`config.mk`:
```
export PLATFORM = sky130hd
export DESIGN_NAME = multi_cycle_controller
export DESIGN_NICKNAME = d
export VERILOG_FILES = /design/src/rtl/rv_mc_pkg.sv /design/src/rtl/multi_cycle_controller_alu_decoder.sv /design/src/rtl/multi_cycle_controller.sv
export SDC_FILE = /design/constraint.sdc
export NUM_CORES = 1
export LEC_CHECK = 0
export ABC_AREA = 1
export BUFFER_PORTS_ARGS = -buffer_cell sky130_fd_sc_hd__buf_2
export CAP_MARGIN = 20
export CORE_AREA = 2 2 47 49
export DETAILED_ROUTE_END_ITERATION = 6
export DIE_AREA = 0 0 49 51
export PLACE_DENSITY = 0.59
export SLEW_MARGIN = 25
export SYNTH_ARGS = -nofsm -noshare
export SYNTH_HDL_FRONTEND = slang
export SYNTH_SLANG_ARGS = --single-unit
```
`constraint.sdc`:
```
create_clock -name Clk -period 3.05 [get_ports Clk]
set_input_delay 0.305 -clock Clk [delete_from_list [all_inputs] [get_ports Clk]]
set_output_delay 0.305 -clock Clk [all_outputs]
set_load 0.01 [all_outputs]
```
`src/rtl/rv_mc_pkg.sv`:
```
// Shared encodings for the multi-cycle RV32I control path.
package rv_mc_pkg;

  typedef enum logic [3:0] {
    FETCH    = 4'd0,
    DECODE   = 4'd1,
    MEMADR   = 4'd2,
    MEMREAD  = 4'd3,
    MEMWB    = 4'd4,
    MEMWRITE = 4'd5,
    EXECR    = 4'd6,
    EXECI    = 4'd7,
    ALUWB    = 4'd8,
    BEQ      = 4'd9,
    JAL      = 4'd10
  } state_t;

  // Opcodes handled by this controller
  localparam logic [6:0] OP_LW  = 7'b0000011;
  localparam logic [6:0] OP_SW  = 7'b0100011;
  localparam logic [6:0] OP_R   = 7'b0110011;
  localparam logic [6:0] OP_I   = 7'b0010011;
  localparam logic [6:0] OP_BEQ = 7'b1100011;
  localparam logic [6:0] OP_JAL = 7'b1101111;

  typedef enum logic [1:0] {
    ALUOP_ADD  = 2'b00,
    ALUOP_SUB  = 2'b01,
    ALUOP_FUNC = 2'b10
  } aluop_t;

  localparam logic [2:0] ALU_ADD = 3'b000;
  localparam logic [2:0] ALU_SUB = 3'b001;
  localparam logic [2:0] ALU_AND = 3'b010;
  localparam logic [2:0] ALU_OR  = 3'b011;
  localparam logic [2:0] ALU_SLT = 3'b101;

  localparam logic [1:0] IMM_I = 2'b00;
  localparam logic [1:0] IMM_S = 2'b01;
  localparam logic [1:0] IMM_B = 2'b10;
  localparam logic [1:0] IMM_J = 2'b11;

  localparam logic [1:0] RES_ALUOUT    = 2'b00;
  localparam logic [1:0] RES_READDATA  = 2'b01;
  localparam logic [1:0] RES_ALURESULT = 2'b10;

  localparam logic [1:0] SRCA_PC    = 2'b00;
  localparam logic [1:0] SRCA_OLDPC = 2'b01;
  localparam logic [1:0] SRCA_RD1   = 2'b10;

  localparam logic [1:0] SRCB_RD2  = 2'b00;
  localparam logic [1:0] SRCB_IMM  = 2'b01;
  localparam logic [1:0] SRCB_FOUR = 2'b10;

  // Immediate format depends only on the opcode, in every state
  function automatic logic [1:0] imm_src_of(input logic [6:0] op);
    case (op)
      OP_SW:   return IMM_S;
      OP_BEQ:  return IMM_B;
      OP_JAL:  return IMM_J;
      default: return IMM_I;
    endcase
  endfunction

endpackage

```
`src/rtl/multi_cycle_controller_alu_decoder.sv`:
```
// ALU control decode from ALUOp and the instruction function fields.
module alu_decoder
  import rv_mc_pkg::*;
(
  input  aluop_t     alu_op,
  input  logic [2:0] fun3,
  input  logic       op5,
  input  logic       fun75,
  output logic [2:0] alu_control
);

  // Only register-register forms with Instr[30] set select subtract;
  // addi ignores Instr[30] because it is immediate data there.
  always_comb begin
    alu_control = ALU_ADD;
    case (alu_op)
      ALUOP_ADD: alu_control = ALU_ADD;
      ALUOP_SUB: alu_control = ALU_SUB;
      ALUOP_FUNC: begin
        case (fun3)
          3'b000:  alu_control = (op5 & fun75) ? ALU_SUB : ALU_ADD;
          3'b010:  alu_control = ALU_SLT;
          3'b110:  alu_control = ALU_OR;
          3'b111:  alu_control = ALU_AND;
          default: alu_control = ALU_ADD;
        endcase
      end
      default: alu_control = ALU_ADD;
    endcase
  end

endmodule

```
`src/rtl/multi_cycle_controller.sv`:
```
// Control FSM sequencing a shared-memory multi-cycle RV32I datapath.
module multi_cycle_controller
  import rv_mc_pkg::*;
#(
  parameter state_t RESET_STATE = FETCH
) (
  input  logic       Clk,
  input  logic       Reset,
  input  logic [6:0] Op,
  input  logic [2:0] fun3,
  input  logic       fun75,
  input  logic       Zero,
  input  logic       MemReady,
  output logic       PCWrite,
  output logic       AdrSrc,
  output logic       MemWrite,
  output logic       IRWrite,
  output logic [1:0] ResultSrc,
  output logic [1:0] ALUSrcA,
  output logic [1:0] ALUSrcB,
  output logic [2:0] ALUControl,
  output logic [1:0] ImmSrc,
  output logic       RegWrite,
  output logic       Retire,
  output logic       Illegal
);

  state_t     state, state_next;
  aluop_t     alu_op;
  logic       pc_update, branch;
  logic       adr_src, mem_write, ir_write, reg_write, retire, illegal;
  logic [1:0] result_src, src_a, src_b;
  logic [2:0] alu_ctl;

  // State register; reset abandons any in-flight instruction
  always_ff @(posedge Clk) begin
    if (Reset) state <= RESET_STATE;
    else       state <= state_next;
  end

  // Per-state strobes, mux selects and next-state decode
  always_comb begin
    state_next = FETCH;
    alu_op     = ALUOP_ADD;
    pc_update  = 1'b0;
    branch     = 1'b0;
    adr_src    = 1'b0;
    mem_write  = 1'b0;
    ir_write   = 1'b0;
    reg_write  = 1'b0;
    retire     = 1'b0;
    illegal    = 1'b0;
    result_src = RES_ALUOUT;
    src_a      = SRCA_PC;
    src_b      = SRCB_RD2;
    case (state)
      FETCH: begin
        src_b      = SRCB_FOUR;
        result_src = RES_ALURESULT;
        if (MemReady) begin
          ir_write   = 1'b1;
          pc_update  = 1'b1;
          state_next = DECODE;
        end else begin
          state_next = FETCH;
        end
      end
      DECODE: begin
        // ALU precomputes OldPC + imm as a speculative branch target
        src_a = SRCA_OLDPC;
        src_b = SRCB_IMM;
        case (Op)
          OP_LW, OP_SW: state_next = MEMADR;
          OP_R:         state_next = EXECR;
          OP_I:         state_next = EXECI;
          OP_BEQ:       state_next = BEQ;
          OP_JAL:       state_next = JAL;
          default: begin
            illegal    = 1'b1;
            retire     = 1'b1;
            state_next = FETCH;
          end
        endcase
      end
      MEMADR: begin
        src_a      = SRCA_RD1;
        src_b      = SRCB_IMM;
        state_next = Op[5] ? MEMWRITE : MEMREAD;
      end
      MEMREAD: begin
        adr_src    = 1'b1;
        state_next = MemReady ? MEMWB : MEMREAD;
      end
      MEMWB: begin
        result_src = RES_READDATA;
        reg_write  = 1'b1;
        retire     = 1'b1;
        state_next = FETCH;
      end
      MEMWRITE: begin
        // Write strobe stays up across wait states until memory accepts it
        adr_src   = 1'b1;
        mem_write = 1'b1;
        if (MemReady) begin
          retire     = 1'b1;
          state_next = FETCH;
        end else begin
          state_next = MEMWRITE;
        end
      end
      EXECR: begin
        src_a      = SRCA_RD1;
        src_b      = SRCB_RD2;
        alu_op     = ALUOP_FUNC;
        state_next = ALUWB;
      end
      EXECI: begin
        src_a      = SRCA_RD1;
        src_b      = SRCB_IMM;
        alu_op     = ALUOP_FUNC;
        state_next = ALUWB;
      end
      ALUWB: begin
        reg_write  = 1'b1;
        retire     = 1'b1;
        state_next = FETCH;
      end
      BEQ: begin
        src_a      = SRCA_RD1;
        src_b      = SRCB_RD2;
        alu_op     = ALUOP_SUB;
        branch     = 1'b1;
        retire     = 1'b1;
        state_next = FETCH;
      end
      JAL: begin
        // PC takes the target held in ALUOut; ALU forms OldPC + 4 for rd
        src_a      = SRCA_OLDPC;
        src_b      = SRCB_FOUR;
        pc_update  = 1'b1;
        state_next = ALUWB;
      end
      default: state_next = FETCH;
    endcase
  end

  alu_decoder u_alu_dec (
    .alu_op      (alu_op),
    .fun3        (fun3),
    .op5         (Op[5]),
    .fun75       (fun75),
    .alu_control (alu_ctl)
  );

  // Reset silences every output so no write fires on an abandoned instruction
  always_comb begin
    PCWrite    = 1'b0;
    AdrSrc     = 1'b0;
    MemWrite   = 1'b0;
    IRWrite    = 1'b0;
    ResultSrc  = 2'b00;
    ALUSrcA    = 2'b00;
    ALUSrcB    = 2'b00;
    ALUControl = 3'b000;
    ImmSrc     = 2'b00;
    RegWrite   = 1'b0;
    Retire     = 1'b0;
    Illegal    = 1'b0;
    if (!Reset) begin
      PCWrite    = pc_update | (branch & Zero);
      AdrSrc     = adr_src;
      MemWrite   = mem_write;
      IRWrite    = ir_write;
      ResultSrc  = result_src;
      ALUSrcA    = src_a;
      ALUSrcB    = src_b;
      ALUControl = alu_ctl;
      ImmSrc     = imm_src_of(Op);
      RegWrite   = reg_write;
      Retire     = retire;
      Illegal    = illegal;
    end
  end

endmodule

```
; ---- Yosys cells after proc, flatten, opt, wreduce, memory -nomap -nowiden
; Index checks and enable logic that the tools add are counted.
[totals]
register_bits = 4
input_bits = 15
out_inout_bits = 18
elab_cells = 74
[classes]
n_eq_ne = 21
mux = 36
n_bitwise = 3
reduce_logical = 13
[ops]
columns = cell, n
row1 = 4-bit one-hot mux with 6 select lines, 1
row2 = 4-bit one-hot mux with 5 select lines, 1
row3 = 1-bit 2-to-1 mux, 17
row4 = 4-bit by 3-bit equality test with 1-bit output (second input constant), 4
row5 = 2-bit one-hot mux with 2 select lines, 4
row6 = 7-bit by 6-bit equality test with 1-bit output (second input constant), 2
row7 = 7-bit equality test (second input constant), 2
row8 = 4-bit equality test (second input constant), 3
row9 = 3-bit 2-to-1 mux, 4
row10 = 3-bit one-hot mux with 4 select lines, 1
row11 = 2-bit OR reduction, 6
row12 = 3-bit OR reduction, 3
row13 = 4-bit by 2-bit equality test with 1-bit output (second input constant), 2
row14 = 2-bit 2-to-1 mux, 4
row15 = 7-bit by 2-bit equality test with 1-bit output (second input constant), 1
row16 = 7-bit by 5-bit equality test with 1-bit output (second input constant), 1
row17 = 3-bit equality test (second input constant), 2
row18 = 2-bit one-hot mux with 3 select lines, 1
row19 = 3-bit one-hot mux with 2 select lines, 1
row20 = 6-bit OR reduction, 1
row21 = 4-bit by 1-bit equality test with 1-bit output (second input constant), 1
row22 = 4-bit logical NOT, 1
row23 = 4-bit OR reduction, 1
row24 = 3-bit by 2-bit equality test with 1-bit output (second input constant), 1
row25 = other kinds (7), 8

; ---- Longest topological paths before layout
; Gate-level depths: netlist of run 1.
[depth]
word_depth = 6
ltp_mapped = 9
ltp_nobuf = 9

; ---- Modules after synthesis
; Synthesis of run 1 repeated with hierarchy kept, for this count alone.
[unflattened]
hier_cells = 128
area_unflattened_um2 = 640.6
[by_module_without_submodules]
columns = mod, instances, cells_per_inst, area_each_um2, seq_area_each_um2
row1 = multi_cycle_controller, 1, 111, 549.3, 80.1
row2 = alu_decoder, 1, 17, 91.3, 0.0

; ---- Least setup slack after synthesis of run 1
; OpenSTA, ideal clock, no wires.
[synth_path]
kind = register -> output
start = reg state[3]
end = out ALUControl[2]
arrival_time_ns = 1.411
required_time_ns = 2.745
setup_slack_ns = 1.334
path_stages_with_launch = 7
path_buffers = 0
path_cell_list = dfxtp_1 -> inv_2 -> nor2_1 -> nand2_2 -> ha_1 -> nor3_1 -> nor3b_1
[synth_between]
elab_chain_len = 6
word_cells_on_any_way = 9
classes_between = eq/ne (5) / mux (3) / reduce/logical (1)
[synth_lines]
columns = element, line
row1 = from (decl), multi_cycle_controller.sv:28  ; state_t state, state_next;
row2 = from (signal assigned), multi_cycle_controller.sv:38  ; else state <= state_next;
row3 = 4-bit by 3-bit equality test with 1-bit output, multi_cycle_controller.sv:56  ; case (state)
row4 = 2-bit OR reduction (no source line), --
row5 = 2-bit one-hot mux with 2 select lines *, multi_cycle_controller.sv:56
row6 = 2-bit equality test / 2-bit by 1-bit equality test with 1-bit output (equally long branches), multi_cycle_controller_alu_decoder.sv:16  ; case (alu_op)
row7 = 3-bit one-hot mux with 2 select lines *, multi_cycle_controller_alu_decoder.sv:16
row8 = 3-bit 2-to-1 mux *, multi_cycle_controller.sv:169  ; if (!Reset) begin
row9 = to (decl), multi_cycle_controller.sv:21  ; output logic [2:0] ALUControl,
; Every way passes the cells marked *; elsewhere a longest branch is shown, timed or not.

; ---- Worst setup path in the final report of run 1
; Ends and elaborated chain as after synthesis.

==> metrics.md, run 1 <==
| Metric | Value |
|---|---|
| Leak | `0.521 nW` |
| Cts repair resizes | `0` |
| Cells on worst reg2reg path | `6` |
| Area growth, synth to finish | `32.1%` |
| Clock transition at path regs | `0.04 ns` |
| Die Width | `49 µm` |
| Slew Viols, Final | `0` |
| Worst Path Required | `2.74 ns` |
| Actual slew at the worst max-slew pin | `0.365 ns` |
| Hold Crit Class | `input pin to flop` |
| Top delay family on crit path | `simple AND/OR/NAND/NOR gates` |
| DP HPWL | `1.47 mm` |
| IO Port Bufs | `32` |
| TritonCTS Buffers | `3` |
| Overall Global Routing Usage | `0.148` |
| Initial Util | `0.316` |
| CTS Buffer Depth | `2` |
| Setup violators final | `0` |
| Max-cap violations | `0` |
| Clock Skew | `0.00469 ns` |
| Synthesis Warnings | `0` |
| TritonRoute pass-1 iters | `4` |
| Root buf cell | `clkbuf_4` |
| DP Area | `838 µm²` |
| Synthesized netlist cell count | `126` |
| Sequential cell area fraction in the yosys report | `0.123` |
| TritonCTS clock tree | `done` |
| R2r setup slk | `1.90 ns` |
| Filler cells | `246` |
| Cell Rows | `17` |
| Clock Latency Late Sink | `0.24 ns` |
| GPL Wtd Cong | `0.891` |
| Initial DRC count | `15` |
| Stages on worst setup path | `7` |
| Post-Syn Area per Cell | `5.17 µm²` |
| Most frequent cells in the layout | `buf_2, nand2_1, nor2_1, inv_1, inv_2` |
| First-pass GRT wire length | `2.90 mm` |
| DR vias/cell | `4.58` |
| Total Wirelength | `1.73 mm` |
| Leading cell type in the layout, fill and taps excluded | `buf_2` |
| Outcome | `completed` |
| Post-CTS setup buffers | `0` |
| Die height | `51 µm` |
| RSZ-0062 raised after global routing | `false` |
| Fin. Hold Viols | `0` |
| Fin area | `861 µm²` |
| Cell Pwr Density | `202 nW/µm²` |
| Area of the multi-input gates | `465 µm²` |
| Num Clock Sinks | `4` |
| Biggest register | `state` |
| Core box area | `2060 µm²` |
| WL per Instance | `9.26 µm` |
| Critical path cell sequence | `inv_2, nor2_1, nand2_2, ha_1, nor3_1, nor3b_1, buf_2` |
| DRT antenna net count | `0` |
| Slowest-stage cell, CP | `dfxtp_1` |
| Regs by FF count | `state (4)` |
| Seq. cell area | `80.1 µm²` |
| Antenna violations before repair | `0` |
| Peak supply drop | `0.000112 V` |
| Setup TNS | `0 ns` |
| Syn nets | `143` |
| Synth Cell Area | `652 µm²` |
| CP Class | `flop to output pin` |
| DRC | `0` |
| Number of global-route vias before repair | `720` |
| Final critical-path share of the clock period | `0.671` |
| Post-synthesis register bit count | `4` |
| CP Max Fanout | `3` |
| Die Area | `2500 µm²` |
| WHS Path Cells | `4` |
| Yosys cell types | `25` |
| Worst Path Buf+Inv | `2` |
| Minimum clock period | `2.05 ns` |
| Total number of vias | `857` |
| Nets | `178` |
| Crit-path max cell delay | `0.34 ns` |
| I/O pin cnt | `33` |
| Max FFs per register | `4` |
| Largest net degree at the start of global routing | `21` |
| H-tree levels | `1` |
| Layout cells sized above 1 | `0.352` |
| Total gr overflow | `0` |
| Worst slew margin relative to its limit | `0.757` |
| CP Launch Type | `flop` |
| Hold-fix buffers, CTS | `0` |
| CP endpoint kind | `output pin` |
| Worst path arrival time | `1.74 ns` |
| # diodes | `0` |
| Maximum clock rate | `0.489 GHz` |
==> power by group <==
part | switching (W) | leakage (nW) | total, W | internal [W]
combinational | 0.0000332 | 0.475 | 0.0000531 | 0.0000199
sequential | 0.00000120 | 0.0325 | 0.0000549 | 0.0000537
clock | 0.0000217 | 0.0138 | 0.0000656 | 0.0000440
total | 0.0000561 | 0.521 | 0.000174 | 0.000118
==> synthesized netlist by cell type <==
master / count / area [µm²]
nand2_1: 27 / 101
nor2_1: 26 / 97.6
inv_1: 17 / 63.8
inv_2: 9 / 33.8
a21oi_1: 7 / 35.0
nor3_1: 6 / 30.0
dfxtp_1: 4 / 80.1
nand2_2: 4 / 25.0
nand3_1: 4 / 20.0
nor2_2: 3 / 18.8
a31oi_1: 2 / 12.5
ha_1: 2 / 25.0
o21ai_0: 2 / 10.0
o31ai_1: 2 / 15.0
a21oi_2: 1 / 8.76
buf_1: 1 / 3.75
buf_2: 1 / 5.00
nand3_2: 1 / 10.0
nand4_1: 1 / 6.26
nor2_4: 1 / 11.3
nor3_2: 1 / 10.0
nor3b_1: 1 / 7.51
o211ai_1: 1 / 7.51
o21ai_1: 1 / 5.00
o21ai_2: 1 / 8.76
==> final timing paths <==
check                 startpoint                   to
max          state[3]$_SDFF_PP0_        ALUControl[2]
min                        Op[5]  state[1]$_SDFF_PP0_
max reg2reg  state[1]$_SDFF_PP0_  state[1]$_SDFF_PP0_
min reg2reg  state[1]$_SDFF_PP0_  state[3]$_SDFF_PP0_
==> tightest hold or removal path: stages <==
cell and delay [ns]:
buf_2 0.16, o21ai_2 0.08, inv_2 0.04, a21oi_1 0.05
==> routing by layer <==
layer,part of all wire,up-vias,GRT usage
li1,-,459,-
met1,0.45,364,0.175
met2,0.46,30,0.258
met3,0.080,4,0.0556
met4,0.0081,0,0.0286
met5,0,-,0
==> through the flow <==
| step | setup slack [ns] | total power [W] | hold WS, ns | instances | utilization |
|---|---|---|---|---|---|
| after floorplan | 1.33 | 0.0000863 | 0.483 | 126 | - |
| after global placement | 1.28 | 0.000108 | 0.690 | 184 | 0.406 |
| after detailed placement | 1.25 | 0.000109 | 0.695 | 184 | 0.406 |
| after CTS | 0.988 | 0.000175 | 0.458 | 187 | 0.417 |
| after global routing | 0.856 | 0.000187 | 0.465 | 187 | 0.417 |
| final | 1.00 | 0.000174 | 0.459 | 187 | 0.417 |
==> kinds of logic after synthesis <==
kind of cell	share of synthesized area
buffers and inverters	0.163
and+or+nand+nor	0.518
DFF	0.123
adders and majority gates	0.0384
AOI/OAI and AO/OA	0.157
==> final cells by class <==
cell class	instances	area share
Multi-Input combinational cell	94	0.541
Timing Repair Buffer	32	0.186
Inverter	26	0.113
Sequential cell	4	0.0930
Tap cell	28	0.0407
Clock buffer	3	0.0262
No activity file was read; power rests on OpenSTA's default activity.
==> inputs of run 2 (changes only) <==
- ABC_AREA: 1 -> 0
- CORE_AREA: 2 2 47 49 -> 2 2 50 52
- DIE_AREA: 0 0 49 51 -> 0 0 52 54
- PLACE_DENSITY: 0.59 -> 0.6
- clock period: 3.05 -> 1.8 ns (I/O delays scaled with it)
==> run 2 against run 1 <==
Against the previous run: first-iteration DRC count rose by 27%; register-to-register slack got worse by 1.9 ns; flip-flop and latch count did not move; synthesized area rose by 15%; power rose by 91%; largest cell class unchanged.
==> metrics.md, run 2 <==
| Metric | Value |
|---|---|
| DP Area | `943 µm²` |
| Largest net degree at the start of global routing | `21` |
| Sequential cell area fraction in the yosys report | `0.107` |
| Leading cell type in the layout, fill and taps excluded | `buf_2` |
| Post-synthesis register bit count | `4` |
| Area growth, synth to finish | `57.9%` |
| Most frequent cells in the layout | `buf_2, buf_4, nor2_1` |
| Worst path arrival time | `1.90 ns` |
| RSZ-0062 raised after global routing | `true` |
| Clock Skew | `0.00245 ns` |
| Antenna violations before repair | `0` |
| Cell Rows | `18` |
| Minimum clock period | `1.77 ns` |
| TritonCTS Buffers | `3` |
| Largest family of logic cells by synthesized area | `simple AND/OR/NAND/NOR gates` |
| Hold-fix buffers, CTS | `0` |
| Post-Syn Area per Cell | `7.56 µm²` |
| Yosys cell types | `46` |
| DRT antenna net count | `0` |
| Critical path cell sequence | `nor3b_4, buf_4, buf_4, buf_4, buf_4, buf_4, buf_4, buf_4, buf_4, o2111ai_2, a221oi_1` |
| Die height | `54 µm` |
| Outcome | `completed` |
| FFs w/ async S/R, synth | `0` |
| Clock transition at path regs | `0.04 ns` |
| Post-Synth Adder-Cell Area | `0.0334` |
| Fin. Hold Viols | `0` |
| Total Wirelength | `2.48 mm` |
| DP HPWL | `1.65 mm` |
| Layout cells sized above 1 | `0.534` |
| Regs by FF count | `state (4)` |
| Die Area | `2810 µm²` |
| Total gr overflow | `0` |
| Fin area | `1180 µm²` |
| TritonCTS clock tree | `done` |
| Clock Latency Late Sink | `0.23 ns` |
| CP most frequent cell | `buf_4` |
| IO Port Bufs | `32` |
| Worst Path Required | `1.93 ns` |
| Syn nets | `116` |
| Num Clock Sinks | `4` |
| DR vias/cell | `5.37` |
| DRC | `0` |
| Hold Crit Class | `input pin to flop` |
| Compound-Gate Fraction of Synth Area | `0.269` |
| Synthesized netlist cell count | `99` |
| Post-synthesis mux area share | `0.0268` |
| Worst slew margin relative to its limit | `0.720` |
| Root buf cell | `clkbuf_4` |
| Synth area leaders | `dfxtp_1, and3b_1, a221oi_2, nor2_1, nor4b_1` |
| Initial DRC count | `19` |
| Post-synthesis simple-gate area fraction | `0.452` |
| Peak supply drop | `0.000176 V` |
| Slowest-stage cell, CP | `dfxtp_4` |
| Initial Util | `0.323` |
| Maximum clock rate | `0.564 GHz` |
| Cell Pwr Density | `281 nW/µm²` |
| TritonRoute pass-1 iters | `4` |
| First-pass GRT wire length | `3.52 mm` |
| CP Max Fanout | `4` |
| GPL Wtd Cong | `0.750` |
| Count leader, synth | `nor2_1` |
| Biggest register | `state` |
| Max-cap violations | `0` |
| Leak | `0.566 nW` |
| CP Class | `flop to flop` |
| Crit-path max cell delay | `0.35 ns` |
| H-tree levels | `1` |
| Synth Cell Area | `748 µm²` |
| Leading area contributor after synthesis | `dfxtp_1` |
| Core box area | `2320 µm²` |
| Die Width | `52 µm` |
| CTS Buffer Depth | `2` |
| Setup violators final | `0` |
| Post-synth EDFFs | `0` |
| Nets | `167` |
| CP Launch Type | `flop` |
| Actual slew at the worst max-slew pin | `0.419 ns` |
| Max FFs per register | `4` |
| Setup TNS | `0 ns` |
| Post-synth top cells | `nor2_1, buf_2, nand2_1` |
| Top delay family on crit path | `buffers and inverters` |
| I/O pin cnt | `33` |
| Overall Global Routing Usage | `0.171` |
| # diodes | `0` |
| Synth top area share | `0.107` |
| Worst Path Buf+Inv | `8` |
| CP endpoint kind | `flop` |
| XOR/XNOR Fraction of Synth Area | `0.0234` |
| Total number of vias | `955` |
| Final critical-path share of the clock period | `0.985` |
| WL per Instance | `13.9 µm` |
| Number of global-route vias before repair | `812` |
| Slew Viols, Final | `0` |
| Synthesis Warnings | `0` |
| Synth Flop Type | `dfxtp_1` |
run 2: worst paths after layout:
| path | depth (start not counted) | from | slack, ns | end |
|---|---|---|---|---|
| worst max-delay path | 11 | state[2]$_SDFF_PP0_ | 0.03 | state[3]$_SDFF_PP0_ |
| worst min-delay path | 3 | Op[4] | 0.29 | state[2]$_SDFF_PP0_ |
| worst max register to register | 11 | state[2]$_SDFF_PP0_ | 0.03 | state[3]$_SDFF_PP0_ |
| worst min register to register | 3 | state[1]$_SDFF_PP0_ | 0.77 | state[3]$_SDFF_PP0_ |
run 2: cell type report:
| type | count | area, µm² |
|---|---|---|
| clock buffer | 3 | 22.5 |
| fill | 237 | 1140 |
| inverter | 5 | 18.8 |
| multi-input combinational | 82 | 668 |
| sequential | 4 | 88.8 |
| tap | 30 | 37.5 |
| timing repair buffer | 54 | 345 |
run 2: repair_timing:
action	4_1_cts	5_1_grt
resized for setup	8	16
setup buffers	11	5
hold endpoints to repair	0	0
cloned	0	0
endpoints found under the setup margin	2	8
pin swaps	4	8
run 2: cells by family (layout without fill, tap and decap cells):
logic type	count (synthesis)	count (layout)
AND/OR/NAND/NOR	51	51
AO/OA/AOI/OAI	25	25
buffers and inverters	13	62
flip-flops	4	4
adder cells (fa/ha/maj)	2	2
XOR/XNOR	2	2
multiplexers	2	2
run 2: worst register-to-register path, cell delays in order, from the launching register on:
cell and delay (ns):
dfxtp_4 0.35, nor3b_4 0.22, buf_4 0.14, buf_4 0.09, buf_4 0.09, buf_4 0.09, buf_4 0.09, buf_4 0.09
buf_4 0.09, buf_4 0.10, o2111ai_2 0.09, a221oi_1 0.24
run 2: power by group:
part | switching (W) | total [W] | internal, W
clock network | 0.0000354 | 0.000110 | 0.0000745
registers | 0.00000126 | 0.0000892 | 0.0000880
logic | 0.0000679 | 0.000132 | 0.0000643
total | 0.000105 | 0.000331 | 0.000227
run 2: stage by stage:
| stage | utilization | std cells | setup WS [ns] | power [W] | hold WS [ns] |
|---|---|---|---|---|---|
| 4_1_cts | 0.467 | 173 | -0.0115 | 0.000331 | 0.262 |
| 6_report | 0.509 | 178 | 0.0279 | 0.000331 | 0.292 |
| 2_1_floorplan | - | 99 | 0.154 | 0.000158 | 0.357 |
| 5_1_grt | 0.509 | 178 | -0.0639 | 0.000355 | 0.288 |
| 3_3_place_gp | 0.407 | 159 | 0.0861 | 0.000198 | 0.523 |
| 3_5_place_dp | 0.407 | 159 | 0.0456 | 0.000201 | 0.520 |
run 2: routing by layer:
metal / part of all wire / up-vias / GRT usage / routed length (µm)
met3: 0.053 / 4 / 0.0194 / 130
met5: 0 / - / 0 / 0
met4: 0.018 / 0 / 0.127 / 45
li1: - / 473 / - / -
met1: 0.40 / 449 / 0.206 / 990
met2: 0.53 / 29 / 0.278 / 1310
==> inputs of run 3 (changes only) <==
- ABC_AREA: 0 -> 1
- CORE_AREA: 2 2 50 52 -> 2 2 47 49
- DIE_AREA: 0 0 52 54 -> 0 0 49 51
- PLACE_DENSITY: 0.6 -> 0.61
==> run 3 against run 2 <==
Against the previous run: worst setup slack improved by 0.0060 ns; global-route usage down 1.7 points; power decreased by 8.8%; flip-flop and latch count unchanged; routed wire length is 23% lower; sequential power increased by 3.7%; cell count increased by 7.9%; clock skew up 0.0038 ns; utilization fell by 3.4 points; critical endpoint is now ALUControl[2]; largest cell class unchanged; largest power group is now the clock network; highest routed layer is now met3.
==> metrics.md, run 3 (synthesis gave the netlist of run 1 again) <==
| Metric | Value |
|---|---|
| Outcome | `completed` |
| Leading cell type in the layout, fill and taps excluded | `buf_2` |
| # diodes | `0` |
| H-tree levels | `1` |
| R2r setup slk | `0.54 ns` |
| Final critical-path share of the clock period | `0.981` |
| CP Max Fanout | `3` |
| Psw | `0.000102 W` |
| GPL Wtd Cong | `0.811` |
| Max FFs per register | `4` |
| TritonCTS clock tree | `done` |
| Clock share of power | `0.377` |
| Logic pwr share | `0.317` |
| Initial Util | `0.316` |
| CP endpoint kind | `output pin` |
| Maximum clock rate | `0.566 GHz` |
| Critical path cell sequence | `inv_4, nor2_4, inv_2, nor2_4, ha_4, nor3_2, nor3b_2, buf_2` |
| Setup ws final | `0.0338 ns` |
| Worst path arrival time | `1.59 ns` |
| Clock Latency Late Sink | `0.24 ns` |
| Sw Ratio | `0.338` |
| DRT antenna net count | `0` |
| Clock transition at path regs | `0.03 ns` |
| Crit-path max cell delay | `0.36 ns` |
| CP Class | `flop to output pin` |
| Worst Path Required | `1.62 ns` |
| WL per Instance | `9.88 µm` |
| Cell Pwr Density | `308 nW/µm²` |
| Reg2reg end | `state[2]$_SDFF_PP0_` |
| Overall Global Routing Usage | `0.154` |
| TritonRoute pass-1 iters | `4` |
| Die height | `51 µm` |
| DRC | `0` |
| Total Wirelength | `1.90 mm` |
| M2 GR Usage | `0.288` |
| Stages on worst setup path | `8` |
| Cell Rows | `17` |
| Nets | `183` |
| Area growth, synth to finish | `50.3%` |
| RSZ-0062 raised after global routing | `true` |
| DR vias/cell | `4.70` |
| Total number of vias | `903` |
| CP Launch Type | `flop` |
| Peak supply drop | `0.000150 V` |
| Sequential share of power | `0.306` |
| Actual slew at the worst max-slew pin | `0.368 ns` |
| Met3 Track Usage GR | `0.00292` |
| Met1 Track Usage GR | `0.178` |
| Min-Delay Startpoint | `MemReady` |
| Number of global-route vias before repair | `769` |
| Regs by FF count | `state (4)` |
| Fin. Hold Viols | `0` |
| Slowest-stage cell, CP | `dfxtp_4` |
| Core box area | `2060 µm²` |
| Root buf cell | `clkbuf_4` |
| WHS | `0.331 ns` |
| P_int | `0.000200 W` |
| Num Clock Sinks | `4` |
| Die Area | `2500 µm²` |
| Die Width | `49 µm` |
| IO Port Bufs | `32` |
| Hold Crit Class | `input pin to flop` |
| Most frequent cells in the layout | `buf_2, nand2_1, nor2_1, inv_1, inv_2` |
| Most Crowded Layer GR | `met2` |
| Clock Skew | `0.00621 ns` |
| Minimum clock period | `1.77 ns` |
| Setup crit start | `state[2]$_SDFF_PP0_` |
| CTS Buffer Depth | `2` |
| Cells on worst reg2reg path | `7` |
| DP HPWL | `1.50 mm` |
| Worst Path Buf+Inv | `3` |
| Pre-CTS WS | `0.102 ns` |
| TritonCTS Buffers | `3` |
| Worst R2R Start | `state[1]$_SDFF_PP0_` |
| I/O pin cnt | `33` |
| CP most frequent cell | `nor2_4` |
| CP Capture Point | `ALUControl[2]` |
| Initial DRC count | `10` |
| Biggest register | `state` |
| Setup violators final | `0` |
| Leak | `0.554 nW` |
| Slew Viols, Final | `0` |
| Hold-fix buffers, CTS | `0` |
| Total gr overflow | `0` |
| Layout cells sized above 1 | `0.445` |
| Max-cap violations | `0` |
| Antenna violations before repair | `0` |
| Worst slew margin relative to its limit | `0.754` |
| First-pass GRT wire length | `3.03 mm` |
| Top delay family on crit path | `simple AND/OR/NAND/NOR gates` |
| Largest net degree at the start of global routing | `21` |
## run 3: cell types whose count changed in the layout (fill, tap and decap cells not counted), sizes merged, moves of 3 or more
| cell | previous run | this run |
|---|---|---|
| nand2b | 3 | 0 |
| nor2 | 7 | 30 |
| and3b | 4 | 0 |
| buf | 54 | 37 |
| a21oi | 4 | 8 |
| nor4b | 4 | 0 |
| nand3 | 2 | 5 |
| a221oi | 4 | 0 |
| nor2b | 4 | 0 |
| inv | 5 | 26 |
| and2 | 3 | 0 |
| nand2 | 5 | 31 |
## run 3: power groups by stage
| stage | clock (W) | combinational, W | sequential (W) |
|---|---|---|---|
| finish | 0.000114 | 0.0000957 | 0.0000925 |
| global route | 0.000117 | 0.000107 | 0.0000925 |
| CTS | 0.000116 | 0.0000945 | 0.0000938 |
| detailed placement | 0 | 0.0000921 | 0.0000943 |
| global placement | 0 | 0.0000895 | 0.0000943 |
| floorplan | 0 | 0.0000523 | 0.0000939 |
## run 3: worst min path at each step
stage	slack [ns]	endpoint	cells past startpoint
4_1_cts	0.33	state[2]$_SDFF_PP0_	5
3_5_place_dp	0.57	state[2]$_SDFF_PP0_	5
5_1_grt	0.37	state[2]$_SDFF_PP0_	2
3_3_place_gp	0.57	state[2]$_SDFF_PP0_	5
6_report	0.33	state[2]$_SDFF_PP0_	5
2_1_floorplan	0.36	state[1]$_SDFF_PP0_	3
## run 3: tightest hold or removal path: cells and delay by family
family | cells | cell delay, ns
simple gates | 3 | 0.16
buf+inv | 1 | 0.10
compound gates | 1 | 0.08
## run 3: cell type report
| cell class | instances | area [µm²] |
|---|---|---|
| inverters | 26 | 100 |
| repair buffers | 37 | 210 |
| well taps | 28 | 35.0 |
| multi-input cells | 94 | 526 |
| clock buffers | 3 | 22.5 |
| fillers | 234 | 1080 |
| flip-flops and latches | 4 | 86.3 |
## run 3: timing repair
item	in CTS	in global routing
endpoints found under the setup margin	2	2
gates resized for setup	8	11
setup buffers	4	1
pin swaps	0	1
## run 3: routing by layer
metal,wire length (µm),up-vias,part of all wire
met5,0,-,0
met4,0,0,0
met2,1010,23,0.53
met1,817,408,0.43
li1,-,472,-
met3,69,0,0.036
## run 3: metrics by stage
step	instance area [µm²]	power (W)	TNS [ns]	util	std cells
floorplan	652	0.000146	0	-	126
global placement	838	0.000184	0	0.406	184
detailed placement	838	0.000186	0	0.406	184
CTS	936	0.000304	-0.00156	0.454	191
global route	980	0.000317	-0.125	0.475	192
finish	980	0.000302	0	0.475	192
